File: src/rtl/ram_fifo_ctrl_pkg.sv
// Shared types for the RAM-backed FIFO controller.
// upd_e names the single state update applied in a cycle; upd_kind() decodes it
// from the gated handshake terms so pointer and count logic agree on priority.
package ram_fifo_ctrl_pkg;

  typedef enum logic [2:0] {
    UpdHold,
    UpdPush,
    UpdPop,
    UpdBoth,
    UpdFlush
  } upd_e;

  // Priority: gwe low holds everything, then flush beats any handshake.
  function automatic upd_e upd_kind(input logic gwe, input logic flush,
                                    input logic push, input logic pop);
    if (!gwe) return UpdHold;
    if (flush) return UpdFlush;
    if (push && pop) return UpdBoth;
    if (push) return UpdPush;
    if (pop) return UpdPop;
    return UpdHold;
  endfunction

endpackage

File: src/rtl/ram_fifo_ctrl_wrap_ptr.sv
// Wrapping pointer register for the FIFO controller.
// Ports:
//   clk  - system clock, rising edge
//   rst  - asynchronous active-low reset (pointer -> 0)
//   gwe  - global write enable; pointer holds when low
//   clr  - synchronous clear (qualified by gwe), overrides inc
//   inc  - advance pointer by one, wrapping modulo 2**addr_width
//   ptr  - current pointer value
module ram_fifo_ctrl_wrap_ptr #(
  parameter int unsigned addr_width = 2
) (
  input  logic                  clk,
  input  logic                  rst,
  input  logic                  gwe,
  input  logic                  clr,
  input  logic                  inc,
  output logic [addr_width-1:0] ptr
);

  localparam logic [addr_width-1:0] ptr_one = addr_width'(1);

  logic [addr_width-1:0] ptr_q;
  logic [addr_width-1:0] ptr_d;

  always_comb begin
    ptr_d = ptr_q;
    if (gwe) begin
      if (clr) begin
        ptr_d = '0;
      end else if (inc) begin
        // Natural overflow gives the modulo-depth wrap.
        ptr_d = ptr_q + ptr_one;
      end
    end
  end

  always_ff @(posedge clk or negedge rst) begin
    if (!rst) begin
      ptr_q <= '0;
    end else begin
      ptr_q <= ptr_d;
    end
  end

  assign ptr = ptr_q;

endmodule

File: src/rtl/ram_fifo_ctrl.sv
// First-word-fall-through FIFO controller driving an external 1R/1W register array.
// Storage lives outside; this block owns the pointers and occupancy count.
// Ports:
//   clk, rst             - clock (rising edge), async active-low reset
//   gwe                  - global write enable; no state change when low
//   flush                - synchronous clear of queue state (gwe-qualified)
//   in_valid/in_data     - producer side; in_ready = queue not full
//   out_valid/out_data   - consumer side head entry; out_ready takes it
//   count                - stored entries, 0..depth
//   ram_wsel/wdata/we    - array write port
//   ram_rsel/ram_rdata   - array read port (combinational read data)
module ram_fifo_ctrl
  import ram_fifo_ctrl_pkg::*;
#(
  parameter int unsigned bit_width  = 16,
  parameter int unsigned addr_width = 2
) (
  input  logic                  clk,
  input  logic                  rst,
  input  logic                  gwe,
  input  logic                  flush,
  input  logic                  in_valid,
  input  logic [bit_width-1:0]  in_data,
  output logic                  in_ready,
  output logic                  out_valid,
  output logic [bit_width-1:0]  out_data,
  input  logic                  out_ready,
  output logic [addr_width:0]   count,
  output logic [addr_width-1:0] ram_wsel,
  output logic [bit_width-1:0]  ram_wdata,
  output logic                  ram_we,
  output logic [addr_width-1:0] ram_rsel,
  input  logic [bit_width-1:0]  ram_rdata
);

  localparam logic [addr_width:0] depth   = (addr_width + 1)'(1) << addr_width;
  localparam logic [addr_width:0] cnt_one = (addr_width + 1)'(1);

  logic [addr_width:0]   count_q;
  logic [addr_width:0]   count_d;
  logic [addr_width-1:0] wr_ptr;
  logic [addr_width-1:0] rd_ptr;
  logic                  full;
  logic                  empty;
  logic                  push;
  logic                  pop;
  upd_e                  upd;

  // Handshake status decodes only registered state: no input-to-output path.
  assign full      = (count_q == depth);
  assign empty     = (count_q == '0);
  assign in_ready  = !full;
  assign out_valid = !empty;

  assign push = gwe & !flush & in_valid & in_ready;
  assign pop  = gwe & !flush & out_valid & out_ready;

  assign ram_wsel  = wr_ptr;
  assign ram_wdata = in_data;
  assign ram_we    = push;
  assign ram_rsel  = rd_ptr;
  assign out_data  = ram_rdata;

  assign upd = upd_kind(gwe, flush, push, pop);

  always_comb begin
    count_d = count_q;
    unique case (upd)
      UpdFlush: count_d = '0;
      UpdPush:  count_d = count_q + cnt_one;
      UpdPop:   count_d = count_q - cnt_one;
      default:  count_d = count_q;
    endcase
  end

  always_ff @(posedge clk or negedge rst) begin
    if (!rst) begin
      count_q <= '0;
    end else begin
      count_q <= count_d;
    end
  end

  assign count = count_q;

  ram_fifo_ctrl_wrap_ptr #(
    .addr_width(addr_width)
  ) u_wr_ptr (
    .clk(clk),
    .rst(rst),
    .gwe(gwe),
    .clr(flush),
    .inc(push),
    .ptr(wr_ptr)
  );

  ram_fifo_ctrl_wrap_ptr #(
    .addr_width(addr_width)
  ) u_rd_ptr (
    .clk(clk),
    .rst(rst),
    .gwe(gwe),
    .clr(flush),
    .inc(pop),
    .ptr(rd_ptr)
  );

endmodule

File: config.mk
export PLATFORM = sky130hd
export DESIGN_NAME = ram_fifo_ctrl
export DESIGN_NICKNAME = d
export VERILOG_FILES = /design/src/rtl/ram_fifo_ctrl_pkg.sv /design/src/rtl/ram_fifo_ctrl_wrap_ptr.sv /design/src/rtl/ram_fifo_ctrl.sv
export SDC_FILE = /design/constraint.sdc
export NUM_CORES = 1
export LEC_CHECK = 0
export BUFFER_PORTS_ARGS = -buffer_cell sky130_fd_sc_hd__buf_2
export CORE_UTILIZATION = 30
export CTS_CLUSTER_DIAMETER = 30
export DETAILED_ROUTE_END_ITERATION = 7
export PLACE_DENSITY = 0.76
export SLEW_MARGIN = 10
export SYNTH_ARGS = -nofsm -noshare
export SYNTH_HDL_FRONTEND = slang
export SYNTH_HIERARCHICAL = 1
export SYNTH_SLANG_ARGS = --single-unit
File: constraint.sdc
create_clock -name clk -period 2.1 [get_ports clk]
set_clock_uncertainty 0.05 [all_clocks]
set_input_delay 0.42 -clock clk [delete_from_list [all_inputs] [get_ports clk]]
set_output_delay 0.42 -clock clk [all_outputs]
set_load 0.01 [all_outputs]
==> flow_metrics.env, run 1 <==
export IMPL_gr_usage_all_layers_pct=10.97
export IMPL_cts_buffer_depth=2
export IMPL_reg2reg_setup_slack_ns=0.006
export IMPL_final_cells=107
export IMPL_drt_pass1_iterations=4
export IMPL_worst_pin_slew_ns=0.4806
export IMPL_cts_made_buffers=3
export IMPL_synth_edf_count=0
export IMPL_chipWidth_um=50.16
export IMPL_grt_overflow=0
export IMPL_period_share_pct=99.74
export IMPL_synth_most_common_cell="buf_4"
export IMPL_drive_above_1_share_pct=43.04
export IMPL_synthArstFlopShare_pct=100.0
export IMPL_synth_seq_cells=7
export IMPL_hold_violations=0
export IMPL_grt_max_degree=11
export IMPL_avgSynthCellArea_um2=8.382
export IMPL_fmax_mhz=477.4
export IMPL_whs_path_depth=3
export IMPL_status="finished, final reports clean"
export IMPL_synthTopCellsByCount="buf_4, inv_1, dfrtp_1"
export IMPL_yosysWarnings=6
export IMPL_clock_root_buffer="clkbuf_4"
export IMPL_total_power_uw=753.4
export IMPL_critPathBufInv=0
export IMPL_cts_sinks=7
export IMPL_synth_nets=122
export IMPL_dp_final_hpwl_um=958.7
export IMPL_start_kind="flip-flop"
export IMPL_die_h_um=50.16
export IMPL_r2r_end="count[2]$_DFFE_PN0P_"
export IMPL_finish_instance_area_um2=669.4
export IMPL_antenna_found_initial=0
export IMPL_cpMaxStageDelayCell="a2111o_1"
export IMPL_maxSlewViolCount=0
export IMPL_worstPathCellList="or3b_4 -> a2111o_1 -> fa_2 -> mux2_2 -> a22oi_2"
export IMPL_worst_ep_required_time_ns=2.22
export IMPL_rsz0062_at_grt="true"
export IMPL_holdCritPathClass="primary input to flip-flop"
export IMPL_worstSetupPathType="flip-flop to flip-flop"
export IMPL_clkLatencyLatePin_ns=0.25
export IMPL_yosysTopAreaCellShare_pct=34.53
export IMPL_diodes=0
export IMPL_dp_slack_ns=-0.08546
export IMPL_port_buffers=15
export IMPL_synth_cells=83
export IMPL_cts_setup_buffers=0
export IMPL_placed_area_um2=628.1
export IMPL_cp_depth=5
export IMPL_num_vias=483
export IMPL_maxCapViolCount=0
export IMPL_final_nets=119
export IMPL_htree_num_levels=1
export IMPL_drc=0
export IMPL_core_um2=2191
export IMPL_slowest_delay_ns=0.41
export IMPL_ir_worst_vdd_uv=412.0
export IMPL_powerDensity_nw_per_um2=1126
export IMPL_worstSetupEndpointType="flip-flop"
export IMPL_num_rows=17
export IMPL_grt_pass1_vias=490
export IMPL_ff2ff_path_depth=5
export IMPL_hold_path_startpoint="gwe"
export IMPL_drt_iter0_markers=14
export IMPL_avgViaCountPerCell=4.514
export IMPL_wl_per_cell_um=12.07
export IMPL_ys_flop_type="dfrtp_1"
export IMPL_finalSetupViolCount=0
export IMPL_critical_path_arrival_ns=2.22
export IMPL_cts_tree="yes"
export IMPL_ys_seq_area_share_pct=25.18
export IMPL_area_delta_synth_final_pct=-3.777
export IMPL_drt_wl_total_um=1291
export IMPL_dieArea_um2=2516
export IMPL_min_period_ns=2.094
export IMPL_dpl_cell_count=102
export IMPL_cts_reportedPaths_clkPinSlew_ns=0.06
export IMPL_reg2reg_from="count[0]$_DFFE_PN0P_"
export IMPL_finalSetupTns_ns=0
export IMPL_ant_nets=0
export IMPL_yosysTopAreaCell="buf_4"
export IMPL_power_leakage_uw=0.0003138
export IMPL_path_delay_family="compound AO/OA/AOI/OAI gates"
export IMPL_max_slew_margin_rel_pct=67.93
export IMPL_start_util_pct=31.75
export IMPL_worst_slack_ns=0.005515
export IMPL_cp_max_fo=2
export IMPL_synth_cell_types=23
export IMPL_synth_area_leaders="buf_4, dfrtp_1, inv_1"
export IMPL_grt_pass1_wl_um=2076
export IMPL_synth_area_um2=695.7
export IMPL_holdPathEnd="u_rd_ptr/ptr[0]$_DFFE_PN0P_"
export IMPL_pin_count=80
export IMPL_place_gp_congestion=0.7170
per-stage QoR:
step,utilization (%),hold WS (ns)
2_1_floorplan,-,0.07441
3_3_place_gp,28.67,0.2099
4_1_cts,30.33,0.4461
6_report,30.55,0.4576
3_5_place_dp,28.67,0.2152
5_1_grt,30.55,0.4817
worst register-to-register path, cell delays in order (launching register included):
cell	delay (ns)
dfrtp_1	0.38
or3b_4	0.39
a2111o_1	0.41
fa_2	0.36
mux2_2	0.29
a22oi_2	0.14
state kept, by name, indices dropped and copies added, names as in the netlist:
signal        flops
u_rd_ptr/ptr      2
u_wr_ptr/ptr      2
count             3
power by group:
group	leakage (µW)	switching, µW	internal [µW]
sequential	0.0000912	39.0	185
combinational	0.000208	202	201
clock	0.0000150	54.5	72.9
per-layer routing:
layer  wire length (µm)  up-vias  GRT usage, %
met5                  0        -             0
li1                   -      243             -
met2                627       19         18.22
met1                529      211         11.75
met3                101       10         3.939
met4                 33        0         6.667
area by class of cell:
class | count | area (µm²)
multi-input cells | 35 | 254.0
well taps | 28 | 35.03
inverters | 9 | 33.78
fillers | 242 | 1521
flip-flops and latches | 7 | 175.2
repair buffers | 24 | 145.1
clock buffers | 4 | 26.28
cells in the final DEF, fill, tap and decap left out, drive strengths merged:
cell type	count
and3	1
nand4	1
nor2	4
dfrtp	7
or2b	1
nand2	3
a32oi	2
or3b	1
and2	1
and4b	2
o22ai	2
dlygate4sd3	1
a2111o	1
mux2	2
a21oi	3
fa	1
a31oi	2
o21ai	3
nor2b	1
nor3	2
o2111ai	1
clkbuf	4
buf	23
a22oi	1
inv	9
cells by family (layout without fill, tap and decap cells):
group,Yosys count,count (layout),synth area share (%)
and+or+nand+nor,17,17,14.93
buffers and inverters,41,37,39.39
adders and majority gates,1,1,2.878
AOI/OAI and AO/OA,15,15,14.39
muxes,2,2,3.237
DFF,7,7,25.18
how the worst max path moves through the flow:
stage	start	to	slack, ns
3_5_place_dp	flush	count[2]$_DFFE_PN0P_	-0.09
6_report	count[0]$_DFFE_PN0P_	count[2]$_DFFE_PN0P_	0.006
5_1_grt	count[0]$_DFFE_PN0P_	count[2]$_DFFE_PN0P_	-0.05
4_1_cts	count[0]$_DFFE_PN0P_	count[2]$_DFFE_PN0P_	-0.01
3_3_place_gp	flush	count[2]$_DFFE_PN0P_	-0.04
2_1_floorplan	count[0]$_DFFE_PN0P_	count[2]$_DFFE_PN0P_	-0.12
repair_timing:
item	CTS	global route
gates resized for setup	0	1
hold buffers	1	0
endpoints found under the setup margin	1	1
endpoints found under the hold margin	7	0
(Power assumes the default switching activity.)
==> run 2, diff against run 1 <==
CELL_PAD_IN_SITES_DETAIL_PLACEMENT = 2   (was not set)
CELL_PAD_IN_SITES_GLOBAL_PLACEMENT = 2   (was not set)
CORE_UTILIZATION = 13   (was 30)
CTS_CLUSTER_SIZE = 28   (was not set)
PLACE_DENSITY = not set   (was 0.76)
PLACE_DENSITY_LB_ADDON = 0.1   (was not set)
==> run 2 against run 1 <==
Net effect: the flow now finishes with violations (setup timing); via count is 11% higher; clock power increased by 52%; routed wire length up 40%; sequential share of layout area is 2.8 points lower; non-clock buffer count rose by 1; largest power group unchanged; hold slack gained 0.043 ns; count of clock-buffer cells in the layout did not move.
==> flow_metrics.env, run 2 (synthesis results as in run 1) <==
export IMPL_start_util_pct=13.53
export IMPL_final_common_cell="buf_2"
export IMPL_hold_ws_ns=0.5006
export IMPL_hold_path_startpoint="flush"
export IMPL_maxSlewViolCount=0
export IMPL_reg2reg_from="count[0]$_DFFE_PN0P_"
export IMPL_fmax_mhz=472.9
export IMPL_clkLatencyLatePin_ns=0.23
export IMPL_finalSetupViolCount=1
export IMPL_diodes=0
export IMPL_total_power_uw=842.8
export IMPL_largest_reg_flops=3
export IMPL_drive_above_1_share_pct=43.75
export IMPL_cts_sinks=7
export IMPL_die_h_um=75.15
export IMPL_grt_overflow=0
export IMPL_max_slew_margin_rel_pct=64.89
export IMPL_hold_violations=0
export IMPL_ir_worst_vdd_uv=355.6
export IMPL_drt_pass1_iterations=3
export IMPL_num_rows=26
export IMPL_multi_input_area_um2=254.0
export IMPL_whs_path_depth=3
export IMPL_grt_pass1_vias=572
export IMPL_worstSetupPathType="flip-flop to flip-flop"
export IMPL_status="finished, violations left"
export IMPL_worst_pin_slew_ns=0.5261
export IMPL_num_vias=534
export IMPL_cp_max_fo=2
export IMPL_worst_slack_ns=-0.01458
export IMPL_min_period_ns=2.115
export IMPL_critical_path_arrival_ns=2.22
export IMPL_reg2reg_setup_slack_ns=-0.01
export IMPL_rsz0062_at_grt="true"
export IMPL_start_kind="flip-flop"
export IMPL_core_um2=5140
export IMPL_drt_wl_total_um=1801
export IMPL_holdCritPathClass="primary input to flip-flop"
export IMPL_final_nets=120
export IMPL_area_delta_synth_final_pct=7.554
export IMPL_place_gp_congestion=0.6760
export IMPL_drt_iter0_markers=12
export IMPL_worst_ep_required_time_ns=2.20
export IMPL_holdPathEnd="u_rd_ptr/ptr[1]$_DFFE_PN0P_"
export IMPL_grt_max_degree=11
export IMPL_cts_tree="yes"
export IMPL_htree_num_levels=1
export IMPL_maxCapViolCount=0
export IMPL_gr_usage_all_layers_pct=7.121
export IMPL_port_buffers=15
export IMPL_dieArea_um2=5648
export IMPL_cts_buffer_depth=2
export IMPL_finalSetupTns_ns=-0.01458
export IMPL_clock_root_buffer="clkbuf_8"
export IMPL_grt_pass1_wl_um=2932
export IMPL_antenna_found_initial=0
export IMPL_finish_instance_area_um2=748.2
export IMPL_failed_checks="setup timing"
export IMPL_avgViaCountPerCell=3.560
export IMPL_placed_area_um2=688.2
export IMPL_cts_reportedPaths_clkPinSlew_ns=0.04
export IMPL_powerDensity_nw_per_um2=1126
export IMPL_chipWidth_um=75.15
export IMPL_period_share_pct=100.7
export IMPL_power_leakage_uw=0.0003270
export IMPL_wl_per_cell_um=12.01
export IMPL_ff_latch_area_um2=175.2
export IMPL_pin_count=80
export IMPL_nFillCells=650
export IMPL_final_cell_mix="buf_2, inv_1, buf_4, dfrtp_1, nor2_1"
export IMPL_cts_made_buffers=3
export IMPL_ant_nets=0
export IMPL_ff2ff_path_depth=5
export IMPL_worstSetupEndpointType="flip-flop"
export IMPL_r2r_end="count[2]$_DFFE_PN0P_"
export IMPL_dp_slack_ns=-0.09216
export IMPL_drc=0
## run 2: cell count changes in the layout (fill, tap and decap cells not counted)
cell,previous run,this run
buf_4,8,9
clkbuf_4,3,0
clkbuf_8,0,3
## run 2: how the worst max path moves through the flow
| stage | start | end | cells past startpoint |
|---|---|---|---|
| 3_5_place_dp | flush | count[2]$_DFFE_PN0P_ | 6 |
| 4_1_cts | count[0]$_DFFE_PN0P_ | count[2]$_DFFE_PN0P_ | 5 |
| 6_report | count[0]$_DFFE_PN0P_ | count[2]$_DFFE_PN0P_ | 5 |
| 2_1_floorplan | count[0]$_DFFE_PN0P_ | count[2]$_DFFE_PN0P_ | 5 |
| 3_3_place_gp | flush | count[2]$_DFFE_PN0P_ | 6 |
| 5_1_grt | count[0]$_DFFE_PN0P_ | count[2]$_DFFE_PN0P_ | 5 |
## run 2: per-stage QoR
step                      utilization, %  cells
final                              14.56    150
after global routing               14.56    150
after CTS                          14.46    150
after detailed placement           13.39    145
after global placement             13.39    145
after floorplan                        -     83
## run 2: metal layers
metal | up-vias | share of wire, % | track usage (%)
met4 | 0 | 1.1 | 2.675
met2 | 21 | 50 | 12.01
met5 | - | 0 | 0
li1 | 245 | - | -
met1 | 262 | 42 | 7.897
met3 | 6 | 7.0 | 3.213
## run 2: power by group
| group | internal [µW] | switching [µW] | total [µW] |
|---|---|---|---|
| Clock | 132 | 61.4 | 193 |
| Sequential | 185 | 45.6 | 231 |
| Combinational | 205 | 214 | 419 |
## run 2: cell type report
cell class                 instances  area share, %
inverter                           9          4.515
tap                               70          11.71
timing repair buffer              25          20.40
multi-input combinational         35          33.95
sequential                         7          23.41
clock buffer                       4          6.020
## run 2: timing repair
action | CTS | global route
hold buffers | 1 | 0
setup buffers | 0 | 0
resized for setup | 0 | 1
endpoints found under the hold margin | 7 | 0
setup endpoints to repair | 1 | 1
## run 2: critical path, stage by stage, from the launching register on
cell      delay [ns]
dfrtp_1         0.39
or3b_4          0.40
a2111o_1        0.40
fa_2            0.36
mux2_2          0.29
a22oi_2         0.14
==> run 3, diff against run 2 <==
CTS_BUF_LIST = sky130_fd_sc_hd__clkbuf_8 sky130_fd_sc_hd__clkbuf_16   (was not set)
==> run 3 against run 2 <==
Net effect: the run still ends with setup timing left; critical path type unchanged; worst setup slack about the same; via count unchanged; critical path depth did not move; design area is the same; clock power decreased by 2%; first-iteration DRC count unchanged; routed wire length about the same; register-to-register slack about the same; combinational power barely moved.
==> flow_metrics.env, run 3 (synthesis results as in run 1) <==
export IMPL_status="finished, violations left"
export IMPL_failed_checks="setup timing"
export IMPL_power_leakage_uw=0.0003311
export IMPL_antenna_found_initial=0
export IMPL_worst_slack_ns=-0.01466
export IMPL_cts_sinks=7
export IMPL_cts_tree="yes"
export IMPL_port_buffers=15
export IMPL_hold_violations=0
export IMPL_grt_max_degree=11
export IMPL_drt_wl_total_um=1802
export IMPL_powerDensity_nw_per_um2=1120
export IMPL_clock_root_buffer="clkbuf_8"
export IMPL_start_kind="flip-flop"
export IMPL_num_vias=534
export IMPL_total_power_uw=838.2
export IMPL_rsz0062_at_grt="true"
export IMPL_final_nets=120
export IMPL_ir_worst_vdd_uv=356.6
export IMPL_die_h_um=75.15
export IMPL_wl_per_cell_um=12.01
export IMPL_drt_iter0_markers=12
export IMPL_clkLatencyLatePin_ns=0.23
export IMPL_core_um2=5140
export IMPL_dieArea_um2=5648
export IMPL_chipWidth_um=75.15
export IMPL_worstSetupEndpointType="flip-flop"
export IMPL_gr_usage_all_layers_pct=7.121
export IMPL_drt_pass1_iterations=3
export IMPL_start_util_pct=13.53
export IMPL_final_common_cell="buf_2"
export IMPL_holdCritPathClass="primary input to flip-flop"
export IMPL_cts_made_buffers=3
export IMPL_critical_path_arrival_ns=2.22
export IMPL_place_gp_congestion=0.6760
export IMPL_area_delta_synth_final_pct=7.554
export IMPL_drc=0
export IMPL_cpMaxStageDelayCell="or3b_4"
export IMPL_hold_ws_ns=0.5006
export IMPL_htree_num_levels=1
export IMPL_cts_reportedPaths_clkPinSlew_ns=0.04
export IMPL_avgViaCountPerCell=3.560
export IMPL_max_slew_margin_rel_pct=64.89
export IMPL_worstSetupPathType="flip-flop to flip-flop"
export IMPL_drive_above_1_share_pct=43.75
export IMPL_period_share_pct=100.7
export IMPL_num_rows=26
export IMPL_maxCapViolCount=0
export IMPL_worstPathCellList="or3b_4 -> a2111o_1 -> fa_2 -> mux2_2 -> a22oi_2"
export IMPL_finalSetupViolCount=1
export IMPL_ant_nets=0
export IMPL_largest_reg_flops=3
export IMPL_grt_pass1_wl_um=2932
export IMPL_worst_pin_slew_ns=0.5261
export IMPL_grt_pass1_vias=572
export IMPL_worst_ep_required_time_ns=2.20
export IMPL_nFillCells=650
export IMPL_cp_max_fo=2
export IMPL_slowest_delay_ns=0.40
export IMPL_diodes=0
export IMPL_cts_buffer_depth=2
export IMPL_fmax_mhz=472.9
export IMPL_final_cell_mix="buf_2, inv_1, buf_4, dfrtp_1, nor2_1"
export IMPL_maxSlewViolCount=0
export IMPL_grt_overflow=0
export IMPL_min_period_ns=2.115
export IMPL_pin_count=80
[run 3: changes by cell type in the layout (fill, tap and decap cells not counted), sizes merged]
cell / change
inv: +1
clkbuf: -1
[run 3: through the flow]
step / area (µm²) / setup WS, ns / cells / TNS, ns / utilization (%)
floorplan: 698.2 / -0.1210 / 83 / -0.1210 / -
global placement: 688.2 / -0.05719 / 145 / -0.05719 / 13.39
detailed placement: 688.2 / -0.09216 / 145 / -0.09216 / 13.39
CTS: 743.2 / -0.05239 / 150 / -0.05239 / 14.46
global route: 748.2 / -0.06914 / 150 / -0.06914 / 14.56
finish: 748.2 / -0.01466 / 150 / -0.01466 / 14.56
[run 3: report_power, final]
part	internal, µW	total (µW)	switching [µW]
Sequential	185	231	45.6
Combinational	205	419	214
Clock	127	189	61.8
Total	517	838	321
[run 3: worst max-delay path, delay by kind of cell, from the launching register on]
family / cells / cell delay [ns]
compound gates: 2 / 0.54
fa+ha+maj: 1 / 0.36
flops: 1 / 0.39
mux: 1 / 0.29
simple gates: 1 / 0.40
[run 3: worst paths after layout]
| kind | start | end | slack, ns | depth (start not counted) |
|---|---|---|---|---|
| hold reg to reg | u_rd_ptr/ptr[1]$_DFFE_PN0P_ | u_rd_ptr/ptr[1]$_DFFE_PN0P_ | 0.52 | 2 |
| setup / recovery | count[0]$_DFFE_PN0P_ | count[2]$_DFFE_PN0P_ | -0.01 | 5 |
| setup reg to reg | count[0]$_DFFE_PN0P_ | count[2]$_DFFE_PN0P_ | -0.01 | 5 |
| max in group asynchronous | rst | u_wr_ptr/ptr[0]$_DFFE_PN0P_ | 1.30 | 2 |
| hold / removal | flush | u_rd_ptr/ptr[1]$_DFFE_PN0P_ | 0.50 | 3 |
| min in group asynchronous | rst | count[2]$_DFFE_PN0P_ | 0.52 | 2 |
[run 3: layout make-up]
cell class | count | area (µm²) | share of cell area [%]
timing repair buffer | 25 | 152.6 | 20.40
multi-input combinational | 35 | 254.0 | 33.95
tap | 70 | 87.58 | 11.71
sequential | 7 | 175.2 | 23.41
inverter | 9 | 33.78 | 4.515
clock inverter | 1 | 3.754 | 0.5017
clock buffer | 3 | 41.29 | 5.518
[run 3: per-layer routing]
| metal | wire, µm | global-route usage [%] |
|---|---|---|
| met1 | 754 | 7.897 |
| met2 | 900 | 12.01 |
| met3 | 126 | 3.213 |
| met4 | 20 | 2.675 |
| met5 | 0 | 0 |
[run 3: repair_timing]
action	4_1_cts	5_1_grt
endpoints found under the hold margin	7	0
resized for setup	0	1
buffers inserted	0	0
setup endpoints to repair	1	1
hold buffers	1	0
